--- config.mk ---
export PLATFORM = sky130hd
export DESIGN_NAME = ysyx_25020037_mdu_ctrl
export DESIGN_NICKNAME = d
export VERILOG_FILES = /design/src/rtl/ysyx_25020037_mdu_ctrl.sv
export SDC_FILE = /design/constraint.sdc
export NUM_CORES = 1
export LEC_CHECK = 0
export CAP_MARGIN = 10
export CORE_UTILIZATION = 25
export DETAILED_ROUTE_END_ITERATION = 16
export HOLD_SLACK_MARGIN = 0.02
export SLEW_MARGIN = 20
export SYNTH_ARGS = -nofsm -noshare
export SYNTH_HDL_FRONTEND = slang
export SYNTH_SLANG_ARGS = --single-unit
--- constraint.sdc ---
create_clock -name clk -period 15.83 [get_ports clk]
set_clock_uncertainty 0.2 [all_clocks]
set_input_delay 1.583 -clock clk [delete_from_list [all_inputs] [get_ports clk]]
set_output_delay 1.583 -clock clk [all_outputs]
set_load 0.05 [all_outputs]
--- src/rtl/ysyx_25020037_mdu_ctrl.sv ---
// ysyx_25020037_mdu_ctrl
//   Sequencer for the RV32M multiply/divide unit that sits beside the EXU.
//   The unit accepts one operation at a time, runs an iterative shift-add
//   multiplier or a restoring divider for XLEN cycles, and holds the result
//   until the EXU takes it.
//
// Ports
//   clk        clock, all state updates on posedge
//   rst        synchronous active-high reset, aborts any operation in flight
//   in_valid   EXU presents an operation
//   in_ready   controller is idle and can accept
//   op         funct3: 0 MUL,1 MULH,2 MULHSU,3 MULHU,4 DIV,5 DIVU,6 REM,7 REMU
//   src1/src2  rs1/rs2 operands
//   out_valid  result valid, held until out_ready
//   out_ready  EXU consumes the result
//   result     final result
//   busy       high while an operation is being computed or held
module ysyx_25020037_mdu_ctrl #(
    parameter int XLEN = 32
) (
    input  logic            clk,
    input  logic            rst,
    input  logic            in_valid,
    output logic            in_ready,
    input  logic [2:0]      op,
    input  logic [XLEN-1:0] src1,
    input  logic [XLEN-1:0] src2,
    output logic            out_valid,
    input  logic            out_ready,
    output logic [XLEN-1:0] result,
    output logic            busy
);

    localparam int CW = $clog2(XLEN);
    localparam logic [CW-1:0] CNT_LAST = CW'(XLEN - 1);

    localparam logic [2:0] OP_MUL    = 3'd0;
    localparam logic [2:0] OP_MULH   = 3'd1;
    localparam logic [2:0] OP_MULHSU = 3'd2;
    localparam logic [2:0] OP_MULHU  = 3'd3;
    localparam logic [2:0] OP_DIV    = 3'd4;
    localparam logic [2:0] OP_DIVU   = 3'd5;
    localparam logic [2:0] OP_REM    = 3'd6;
    localparam logic [2:0] OP_REMU   = 3'd7;

    localparam logic [XLEN-1:0] INT_MIN = {1'b1, {(XLEN-1){1'b0}}};

    typedef enum logic [1:0] {
        S_IDLE,
        S_CALC,
        S_DONE
    } state_t;

    state_t          state;
    logic [CW-1:0]   cnt;
    logic [2:0]      op_q;
    logic            s1neg;
    logic            s2neg;
    logic            special;
    logic [XLEN-1:0] spec_res;
    // hi/lo form the double-width product during a multiply; during a divide
    // hi is the partial remainder and lo shifts the dividend out while the
    // quotient bits shift in.
    logic [XLEN-1:0] hi;
    logic [XLEN-1:0] lo;
    logic [XLEN-1:0] b_q;

    function automatic logic [XLEN-1:0] cond_neg(input logic [XLEN-1:0] v, input logic n);
        return n ? (~v + 1'b1) : v;
    endfunction

    function automatic logic [2*XLEN-1:0] cond_neg2(input logic [2*XLEN-1:0] v, input logic n);
        return n ? (~v + 1'b1) : v;
    endfunction

    // Operand conditioning on the accept cycle
    logic            sign1;
    logic            sign2;
    logic            n1;
    logic            n2;
    logic [XLEN-1:0] mag1;
    logic [XLEN-1:0] mag2;
    logic            div0;
    logic            ovf;
    logic [XLEN-1:0] spec_val;

    always_comb begin
        sign1    = (op == OP_MULH) || (op == OP_MULHSU) || (op == OP_DIV) || (op == OP_REM);
        sign2    = (op == OP_MULH) || (op == OP_DIV) || (op == OP_REM);
        n1       = src1[XLEN-1] & sign1;
        n2       = src2[XLEN-1] & sign2;
        mag1     = cond_neg(src1, n1);
        mag2     = cond_neg(src2, n2);
        div0     = op[2] && (src2 == '0);
        ovf      = ((op == OP_DIV) || (op == OP_REM)) && (src1 == INT_MIN) && (src2 == '1);
        // op[1] separates REM/REMU from DIV/DIVU
        if (div0) begin
            spec_val = op[1] ? src1 : '1;
        end else begin
            spec_val = op[1] ? '0 : INT_MIN;
        end
    end

    // One multiply or divide iteration
    logic [XLEN:0]     sum;
    logic [XLEN:0]     shifted;
    logic              ge;
    logic [XLEN-1:0]   diff;
    logic [XLEN-1:0]   hi_nx;
    logic [XLEN-1:0]   lo_nx;
    logic [2*XLEN-1:0] prod_fix;
    logic [XLEN-1:0]   quo_fix;
    logic [XLEN-1:0]   rem_fix;
    logic [XLEN-1:0]   fin;

    always_comb begin
        sum     = {1'b0, hi} + (lo[0] ? {1'b0, b_q} : '0);
        shifted = {hi, lo[XLEN-1]};
        ge      = shifted >= {1'b0, b_q};
        // Only the low XLEN bits matter: when ge holds the difference is below b_q.
        diff    = shifted[XLEN-1:0] - b_q;
        if (op_q[2]) begin
            hi_nx = ge ? diff : shifted[XLEN-1:0];
            lo_nx = {lo[XLEN-2:0], ge};
        end else begin
            hi_nx = sum[XLEN:1];
            lo_nx = {sum[0], lo[XLEN-1:1]};
        end
        prod_fix = cond_neg2({hi_nx, lo_nx}, s1neg ^ s2neg);
        quo_fix  = cond_neg(lo_nx, s1neg ^ s2neg);
        rem_fix  = cond_neg(hi_nx, s1neg);
        case (op_q)
            OP_MUL:                     fin = prod_fix[XLEN-1:0];
            OP_MULH, OP_MULHSU,
            OP_MULHU:                   fin = prod_fix[2*XLEN-1:XLEN];
            OP_DIV, OP_DIVU:            fin = quo_fix;
            OP_REM, OP_REMU:            fin = rem_fix;
            default:                    fin = '0;
        endcase
    end

    always_ff @(posedge clk) begin
        if (rst) begin
            state     <= S_IDLE;
            in_ready  <= 1'b1;
            out_valid <= 1'b0;
            busy      <= 1'b0;
            result    <= '0;
            cnt       <= '0;
            special   <= 1'b0;
        end else begin
            case (state)
                S_IDLE: begin
                    if (in_valid && in_ready) begin
                        state    <= S_CALC;
                        in_ready <= 1'b0;
                        busy     <= 1'b1;
                        cnt      <= '0;
                        op_q     <= op;
                        s1neg    <= n1;
                        s2neg    <= n2;
                        special  <= div0 | ovf;
                        spec_res <= spec_val;
                        hi       <= '0;
                        lo       <= mag1;
                        b_q      <= mag2;
                    end
                end
                S_CALC: begin
                    if (special) begin
                        // Divide-by-zero and overflow skip the iterations and
                        // complete on the first edge after accept.
                        state     <= S_DONE;
                        out_valid <= 1'b1;
                        result    <= spec_res;
                    end else begin
                        hi <= hi_nx;
                        lo <= lo_nx;
                        if (cnt == CNT_LAST) begin
                            state     <= S_DONE;
                            out_valid <= 1'b1;
                            result    <= fin;
                        end else begin
                            cnt <= cnt + 1'b1;
                        end
                    end
                end
                S_DONE: begin
                    if (out_ready) begin
                        state     <= S_IDLE;
                        out_valid <= 1'b0;
                        busy      <= 1'b0;
                        in_ready  <= 1'b1;
                    end
                end
                default: begin
                    state <= S_IDLE;
                end
            endcase
        end
    end

endmodule

==> results of run 1 <==
==> per-stage QoR <==
stage	hold WS (ps)	power, uW
4_1_cts	251	1650
2_1_floorplan	271	977
5_1_grt	261	1720
3_3_place_gp	236	1200
3_5_place_dp	239	1200
6_report	258	1660
==> state kept, by name, summed over array words and instances, names as in the netlist, 2 cells and up <==
name,flops
spec_res,32
op_q,3
b_q,32
result,32
state,2
lo,32
hi,32
cnt,5
==> routing by layer <==
metal | track usage [%] | part of all wire [%]
met1 | 27.4 | 42
met3 | 3.47 | 7.8
met4 | 9.72 | 4.7
met5 | 0 | 0.046
met2 | 32.4 | 45
==> worst paths after layout <==
| check | to | slack (ps) | cells past startpoint |
|---|---|---|---|
| worst max register to register | result[22]$_SDFFE_PP0P_ | 9090 | 16 |
| worst min register to register | result[14]$_SDFFE_PP0P_ | 260 | 2 |
| worst max-delay path | result[22]$_SDFFE_PP0P_ | 9090 | 16 |
| worst min-delay path | result[14]$_SDFFE_PP0P_ | 260 | 2 |
==> placed cells by master, fill, tap and decap left out, types with 28 or more instances in the layout <==
| master | instances |
|---|---|
| a21oi_1 | 174 |
| nand2_1 | 173 |
| nor2_1 | 152 |
| o21ai_0 | 141 |
| edfxtp_1 | 133 |
| clkdlybuf4s50_1 | 105 |
| xnor2_1 | 103 |
| inv_1 | 88 |
| ha_1 | 71 |
| and2_1 | 48 |
| nand3_1 | 47 |
| nor3_1 | 47 |
| xor2_1 | 44 |
| dfxtp_1 | 43 |
| nand4_1 | 41 |
| mux2i_1 | 38 |
| a21o_1 | 36 |
| or3_1 | 32 |
| a31oi_1 | 31 |
| o31ai_1 | 29 |
| buf_4 | 28 |
==> critical path, delay by kind of cell (launching register included) <==
kind	cells	cell delay, ps
AO/OA/AOI/OAI	6	2480
flip-flops	1	470
AND/OR/NAND/NOR	7	2260
adder cells (fa/ha/maj)	2	770
buffers and inverters	1	410
==> final cells by class <==
class	instances	area, um2
multi-input combinational	1581	10500
sequential	176	4850
clock inverter	14	140
fill	6820	45700
tap	855	1070
clock buffer	18	450
antenna	1	2.50
timing repair buffer	133	1260
inverter	89	334
==> cell families (layout without fill, tap and decap cells) <==
logic type / after synthesis / after routing / share of synthesized area, %
mux: 50 / 50 / 3.17
buf+inv: 206 / 254 / 5.55
flops: 176 / 176 / 29.9
compound gates: 646 / 646 / 27.0
xor+xnor: 148 / 148 / 7.97
other cells: 0 / 1 / 0
fa+ha+maj: 73 / 73 / 5.71
simple gates: 664 / 664 / 20.8
==> power by group <==
part | switching, uW | internal (uW)
logic | 438 | 214
clock network | 230 | 220
registers | 25.7 | 536
==> metrics, run 1 <==
number of enable flip-flop cells after synthesis=133; 1st-iter DRT viols=2035; Setup Buffers After CTS=0; Yosys cell types=about 110; vias in the first global route=15.8k; CTS max path bufs=2; Worst Max-Slew Pin Slew=1080 ps; Vias/cell=5.78; DRC viols=0; Hold Violations, Final=0; Post-Place Cells=2834; max_slew headroom=~28%; root buf cell=clkbuf_16; layout cell share with drive strength beyond 1=6.71%; Rows=93; core area=64300 um2; critical path, cell by cell=ha_1 -> a21o_1 -> o21bai_1 -> a21oi_1 -> o211a_1 -> a31o_2 -> ha_1 -> and3_1 -> and3_1 -> nand3_1 -> nor2_1 -> inv_1 -> or4_1 -> and4_1 -> o311ai_1 -> nand2_1; non-filler cells in the finished layout=2867; Nets=2142; largest net degree at the start of global routing=81; Synth top area share=around 25%; post-layout util=29.0%; yosys warns=0; H-tree depth=4; Slew Viols, Final=0; Synth Instances=1963; syn avg cell area=8.28 um2; # setup viols final=0; design area=18700 um2; Worst Path Required=15980 ps; post-DR wirelength/cell=24.3 um; highest clock rate=148 MHz; total negative slack=0 ps; #FFs+latches synth=176; Vias=approximately 17k; status=completed; hold_buf cts=0; gpl congestion=between 1 and 1.5; syn_nets=2107; Worst Setup Slack post-DPL=9230 ps; Max VDD drop=0.0662 mV; first-pass GRT wire length=103000 um; area leader, netlist=edfxtp_1; critical path peak fanout=19; r2r startpoint=hi[19]$_SDFFCE_PN0P_; initial antenna violation count=2; CP Launch Type=flip-flop; cell leakage power=0.00665 uW; synthesized area=16300 um2; Post-synth ARST share=0%; Worst Setup End Kind=flip-flop; Final min period=6740 ps; count leader, synth=a21oi_1; CP Class=flip-flop to flip-flop; hpwl dp=53900 um; Clock Latency Late Sink=480 ps; IO buf count=105; clock tree sinks=roughly 180; Placed Area=around 18000 um2; CTS tree=yes; CTS buffer count=17; top_reg_cell synth=edfxtp_1; slowest stage cell, crit path=o211a_1; commonest cells in the netlist=a21oi_1, nand2_1, nor2_1, o21ai_0, edfxtp_1; Starting Density=25.3%; synth top area cells=edfxtp_1, xnor2_1, ha_1; Pre-antenna DRT Iters=8; grt ovf=0; Die Area=66000 um2; crit share post-route=42.6%; Routed Antenna Nets=0; PostCTS Resize Cnt=0; All-Layer GR Usage=20.6%; CP startpoint=hi[19]$_SDFFCE_PN0P_; CP max stage delay=730 ps; die width=roughly 260 um; Power Dens Cells=89.1 nW/um2; crit path DAT=approximately 6900 ps; final worst setup slack=approximately 9000 ps; Seq/Total Area, Yosys=29.9%; Hold Path Class=flip-flop to flip-flop; Chip Height=257 um; IO Pins=106; RSZ-0062 raised after global routing=no; clk slew on worst S/H paths=80 ps; final wirelength=69600 um; Hold Crit Start=result[14]$_SDFFE_PP0P_; Max Cap Viol=0; Layout area overhead=14.8%
(Power assumes the default switching activity.)
==> run 2: changes to the inputs <==
==> constraint.sdc (replaced) <==
create_clock -name clk -period 5.5 [get_ports clk]
set_clock_uncertainty 0.2 [all_clocks]
set_input_delay 0.55 -clock clk [delete_from_list [all_inputs] [get_ports clk]]
set_output_delay 0.55 -clock clk [all_outputs]
set_load 0.05 [all_outputs]
==> run 2 against run 1 <==
Register-to-register slack got worse by 9000 ps. Power increased to 2.9 times the previous value. Flip-flop and latch count unchanged. Via count increased by 0.95%. Combinational power increased to 3.0 times the previous value. Setup slack got worse by 9000 ps. First-iteration DRC count decreased by 7.9%. Wire length about the same. Fmax increased by 25%. Worst hold slack improved by 9.0 ps. Core utilization increased by 1.2 points. Sequential share of layout area decreased by 1.0 points. Critical endpoint is now result[12]$_SDFFE_PP0P_. Largest cell class unchanged.
==> metrics, run 2 (same netlist as run 1, synthesis figures left out) <==
status=completed; core area=64300 um2; commonest non-fill, non-tap cell in the layout=a21oi_1; Routed Antenna Nets=0; CP Class=flip-flop to flip-flop; Hold Violations, Final=0; DRC viols=0; 1st-iter DRT viols=1874; post-layout util=30.2%; clock tree sinks=~180; Inserted Diodes=0; hpwl dp=55000 um; highest clock rate=between 150 and 200 MHz; CTS max path bufs=2; Clock Latency Late Sink=480 ps; Chip Height=257 um; IO Pins=106; grt ovf=0; clk slew on worst S/H paths=80 ps; max_slew headroom=32.0%; first-pass GRT wire length=103000 um; hold_buf cts=0; Max VDD drop=0.251 mV; slowest stage cell, crit path=o311ai_0; critical path, cell by cell=ha_1 -> nand4_1 -> or3_1 -> a211oi_4 -> o31a_4 -> nor2_4 -> buf_4 -> a311oi_4 -> nand4_1 -> or3_1 -> o311ai_0 -> a21oi_1 -> buf_4 -> nor3_1; H-tree depth=4; CTS buffer count=17; die width=257 um; Worst Path Required=5710 ps; Hold Path Class=flip-flop to flip-flop; layout cell share with drive strength beyond 1=~11%; Slew Viols, Final=0; Rows=between 90 and 100; post-DR wirelength/cell=~23 um; Multi-input gate area=between 10000 and 15000 um2; CP max stage delay=610 ps; Layout area overhead=19.5%; crit share post-route=a little under 100%; gpl congestion=1.04; Seq. cell area=between 4000 and 5000 um2; CTS tree=yes; Fill cells=between 6k and 7k; Final min period=5390 ps; CP Launch Type=flip-flop; initial antenna violation count=0; Max Cap Viol=0; most frequent cells in the layout=a21oi_1, nand2_1, nor2_1, o21ai_0, edfxtp_1; Buf/Inv on CP=2; Power Dens Cells=252 nW/um2; Die Area=66000 um2; Fin Hold WS=~270 ps; final wirelength=69600 um; largest net degree at the start of global routing=66; critical path peak fanout=11; # setup viols final=0; CP top delay family=compound AO/OA/AOI/OAI gates; Worst Max-Slew Pin Slew=between 1000 and 1500 ps; crit path DAT=5600 ps; Starting Density=25.3%; Vias=16.7k; root buf cell=clkbuf_16; cell leakage power=0.00713 uW; All-Layer GR Usage=20.6%; Pre-antenna DRT Iters=6; Vias/cell=5.65; Worst Setup End Kind=flip-flop; vias in the first global route=16.0k; Nets=2238; IO buf count=105
==> run 2: cell count changes in the layout (fill, tap and decap cells not counted), moves of 3 or more <==
cell / before / now
inv_6: 1 / 4
clkbuf_8: 0 / 3
buf_4: 28 / 123
inv_8: 6 / 2
==> run 2: timing repair <==
| action | 4_1_cts | 5_1_grt |
|---|---|---|
| setup endpoints to repair | 0 | 5 |
| resized for setup | 0 | 4 |
| buffers inserted | 0 | 2 |
==> run 2: path summary, 6_finish.rpt <==
kind	slack, ps	cells after the start	startpoint	endpoint
setup / recovery	110	14	hi[11]$_SDFFCE_PN0P_	result[12]$_SDFFE_PP0P_
hold / removal	270	2	result[17]$_SDFFE_PP0P_	result[17]$_SDFFE_PP0P_
setup reg to reg	110	14	hi[11]$_SDFFCE_PN0P_	result[12]$_SDFFE_PP0P_
hold reg to reg	270	2	result[17]$_SDFFE_PP0P_	result[17]$_SDFFE_PP0P_
==> run 2: area by class of cell <==
| class | instances | share of cell area [%] |
|---|---|---|
| clock buffer | 23 | 2.68 |
| clock inverter | 9 | 0.425 |
| inverter | 89 | 1.72 |
| multi-input combinational | 1581 | 54.4 |
| sequential | 176 | 25.0 |
| tap | 855 | 5.51 |
| timing repair buffer | 229 | 10.3 |
==> run 2: power breakdown <==
group	leakage (uW)	switching (uW)	total [uW]	internal (uW)
combinational	0.00526	1250	1960	708
clock	0.000295	622	1310	683
sequential	0.00157	84.4	1630	1540
==> run 2: tightest hold or removal path, cell delays in order, from the launching register on <==
cell and delay (ps):
dfxtp_1 320, nand2_1 50, o21ai_1 50
==> run 2: through the flow <==
step	TNS [ps]	power (uW)	instance area, um2	setup slack [ps]	instances
6_report	0	4890	19400	113	2962
3_5_place_dp	0	3550	18800	194	2928
3_3_place_gp	0	3550	18800	163	2928
2_1_floorplan	0	2810	16300	452	1963
4_1_cts	0	4850	19400	171	2960
5_1_grt	-1.45	5080	19400	-1.45	2962
==> run 2: routing by layer <==
layer	global-route usage (%)	share of wire [%]
met3	3.24	7.4
met1	27.0	42
met4	9.24	4.3
met5	0	0
met2	33.1	46
==> run 3: changes to the inputs <==
--- a/config.mk
+++ b/config.mk
@@ -9,6 +9,7 @@
 export CORE_UTILIZATION = 25
 export DETAILED_ROUTE_END_ITERATION = 16
 export HOLD_SLACK_MARGIN = 0.02
+export MAX_ROUTING_LAYER = met4
 export SLEW_MARGIN = 20
 export SYNTH_ARGS = -nofsm -noshare
 export SYNTH_HDL_FRONTEND = slang
==> run 3 against run 2 <==
Cell count up 0.24%. Final area about the same. Core utilization about the same. Highest routed layer unchanged.
==> metrics, run 3 (same netlist as run 1, synthesis figures left out) <==
status=completed; Layout area overhead=19.5%; Fill cells=6792; Rows=93; post-DR wirelength/cell=about 25 um; met2 WL=about 33000 um; # setup viols final=0; CTS max path bufs=2; most frequent cells in the layout=nand2_1, a21oi_1, nor2_1, o21ai_0, edfxtp_1; Nets=about 2.2k; core area=64300 um2; vias in the first global route=16.1k; largest net degree at the start of global routing=80; grt ovf=0; layout cell share with drive strength beyond 1=11.0%; CP Launch Type=flip-flop; Max Cap Viol=0; IO Pins=about 110; clk slew on worst S/H paths=70 ps; DRC viols=0; Chip Height=around 260 um; Pre-antenna DRT Iters=7; r2r startpoint=hi[13]$_SDFFCE_PN0P_; All-Layer GR Usage=22.5%; Die Area=66000 um2; total negative slack=0 ps; first-pass GRT wire length=107000 um; hpwl dp=58400 um; crit share post-route=96.0%; IO buf count=105; top routing layer in use=met4; Final min period=5280 ps; highest clock rate=between 150 and 200 MHz; crit path DAT=~5500 ps; Worst Path Required=roughly 5700 ps; Met3 Wirelength=6230 um; CTS buffer count=17; Vias=16.7k; Vias/cell=between 5 and 6; H-tree depth=4; Worst Max-Slew Pin Slew=1080 ps; CP startpoint=hi[13]$_SDFFCE_PN0P_; slowest stage cell, crit path=or4_1; CP max stage delay=740 ps; 1st-iter DRT viols=1580; Hold Crit Start=result[21]$_SDFFE_PP0P_; Overall Power=approximately 5000 uW; routed length on met1=31100 um; RSZ-0062 raised after global routing=no; Hold Violations, Final=0; Worst Setup End Kind=flip-flop; Power Dens Cells=250 nW/um2; CTS tree=yes; Slew Viols, Final=0; final wirelength=73400 um; hold_buf cts=0; Clock Latency Late Sink=480 ps; root buf cell=clkbuf_16; Max VDD drop=0.235 mV; cell leakage power=0.00715 uW; Starting Density=between 20% and 30%; critical path, cell by cell=ha_1 -> nand4_1 -> nor4_2 -> buf_4 -> nand4_2 -> buf_4 -> o211ai_4 -> nor2_4 -> a311oi_4 -> nand4_1 -> or4_1 -> o41ai_1 -> a221oi_1 -> xor2_1 -> o31ai_2; Routed Antenna Nets=0; Hold Path Class=flip-flop to flip-flop; initial antenna violation count=0; max_slew headroom=26.9%; clock tree sinks=176; gpl congestion=1.02; CP Class=flip-flop to flip-flop; Inserted Diodes=0; critical path peak fanout=16; die width=257 um
run 3: changes by cell type in the layout (fill, tap and decap cells not counted), moves of 2 or more:
cell,change
clkbuf_16,-2
ha_2,-2
clkinv_1,+2
inv_6,+3
clkbuf_8,-3
buf_4,+6
ha_1,+2
run 3: layout make-up:
class                   instances  area [um2]  share of cell area, %
multi-input cells            1581       10600                   54.4
well taps                     855        1070                   5.51
inverters                      89         334                   1.72
clock inverters                14         123                  0.631
repair buffers                236        2060                   10.6
clock buffers                  18         429                   2.21
flip-flops and latches        176        4850                   25.0
run 3: final timing paths:
kind / cells after the start / slack [ps] / endpoint
worst min register to register: 2 / 240 / result[21]$_SDFFE_PP0P_
worst max register to register: 15 / 220 / result[24]$_SDFFE_PP0P_
worst max-delay path: 15 / 220 / result[24]$_SDFFE_PP0P_
worst min-delay path: 2 / 240 / result[21]$_SDFFE_PP0P_
run 3: where the power goes:
part           switching (uW)  total [uW]  internal (uW)
Combinational            1300        2010            710
Sequential               79.9        1620           1540
Clock                     628        1220            594
Total                    2010        4860           2850
run 3: repair_timing:
| action | in CTS | in global routing |
|---|---|---|
| setup endpoints to repair | 0 | 12 |
| buffers inserted | 0 | 0 |
| resized for setup | 0 | 3 |
run 3: metrics by stage:
step	setup WS (ps)	hold WS, ps	area (um2)	std cells	utilization (%)
after global placement	111	236	18900	2937	29.3
after floorplan	452	271	16300	1963	-
final	217	245	19400	2969	30.2
after global routing	2.00	275	19400	2969	30.2
after detailed placement	178	239	18900	2937	29.3
after CTS	147	248	19400	2969	30.2
run 3: layer usage:
| metal | vias up | track usage [%] |
|---|---|---|
| li1 | 7655 | - |
| met1 | 8238 | 28.2 |
| met2 | 698 | 33.9 |
| met3 | 118 | 5.67 |
| met4 | 0 | 9.87 |
| met5 | - | - |
run 3: critical path: cells and delay by family (launching register included):
family | cells | cell delay, ps
adder cells (fa/ha/maj) | 1 | 530
buffers and inverters | 2 | 350
AND/OR/NAND/NOR | 6 | 1900
AO/OA/AOI/OAI | 5 | 1440
XOR/XNOR | 1 | 210
flip-flops | 1 | 560
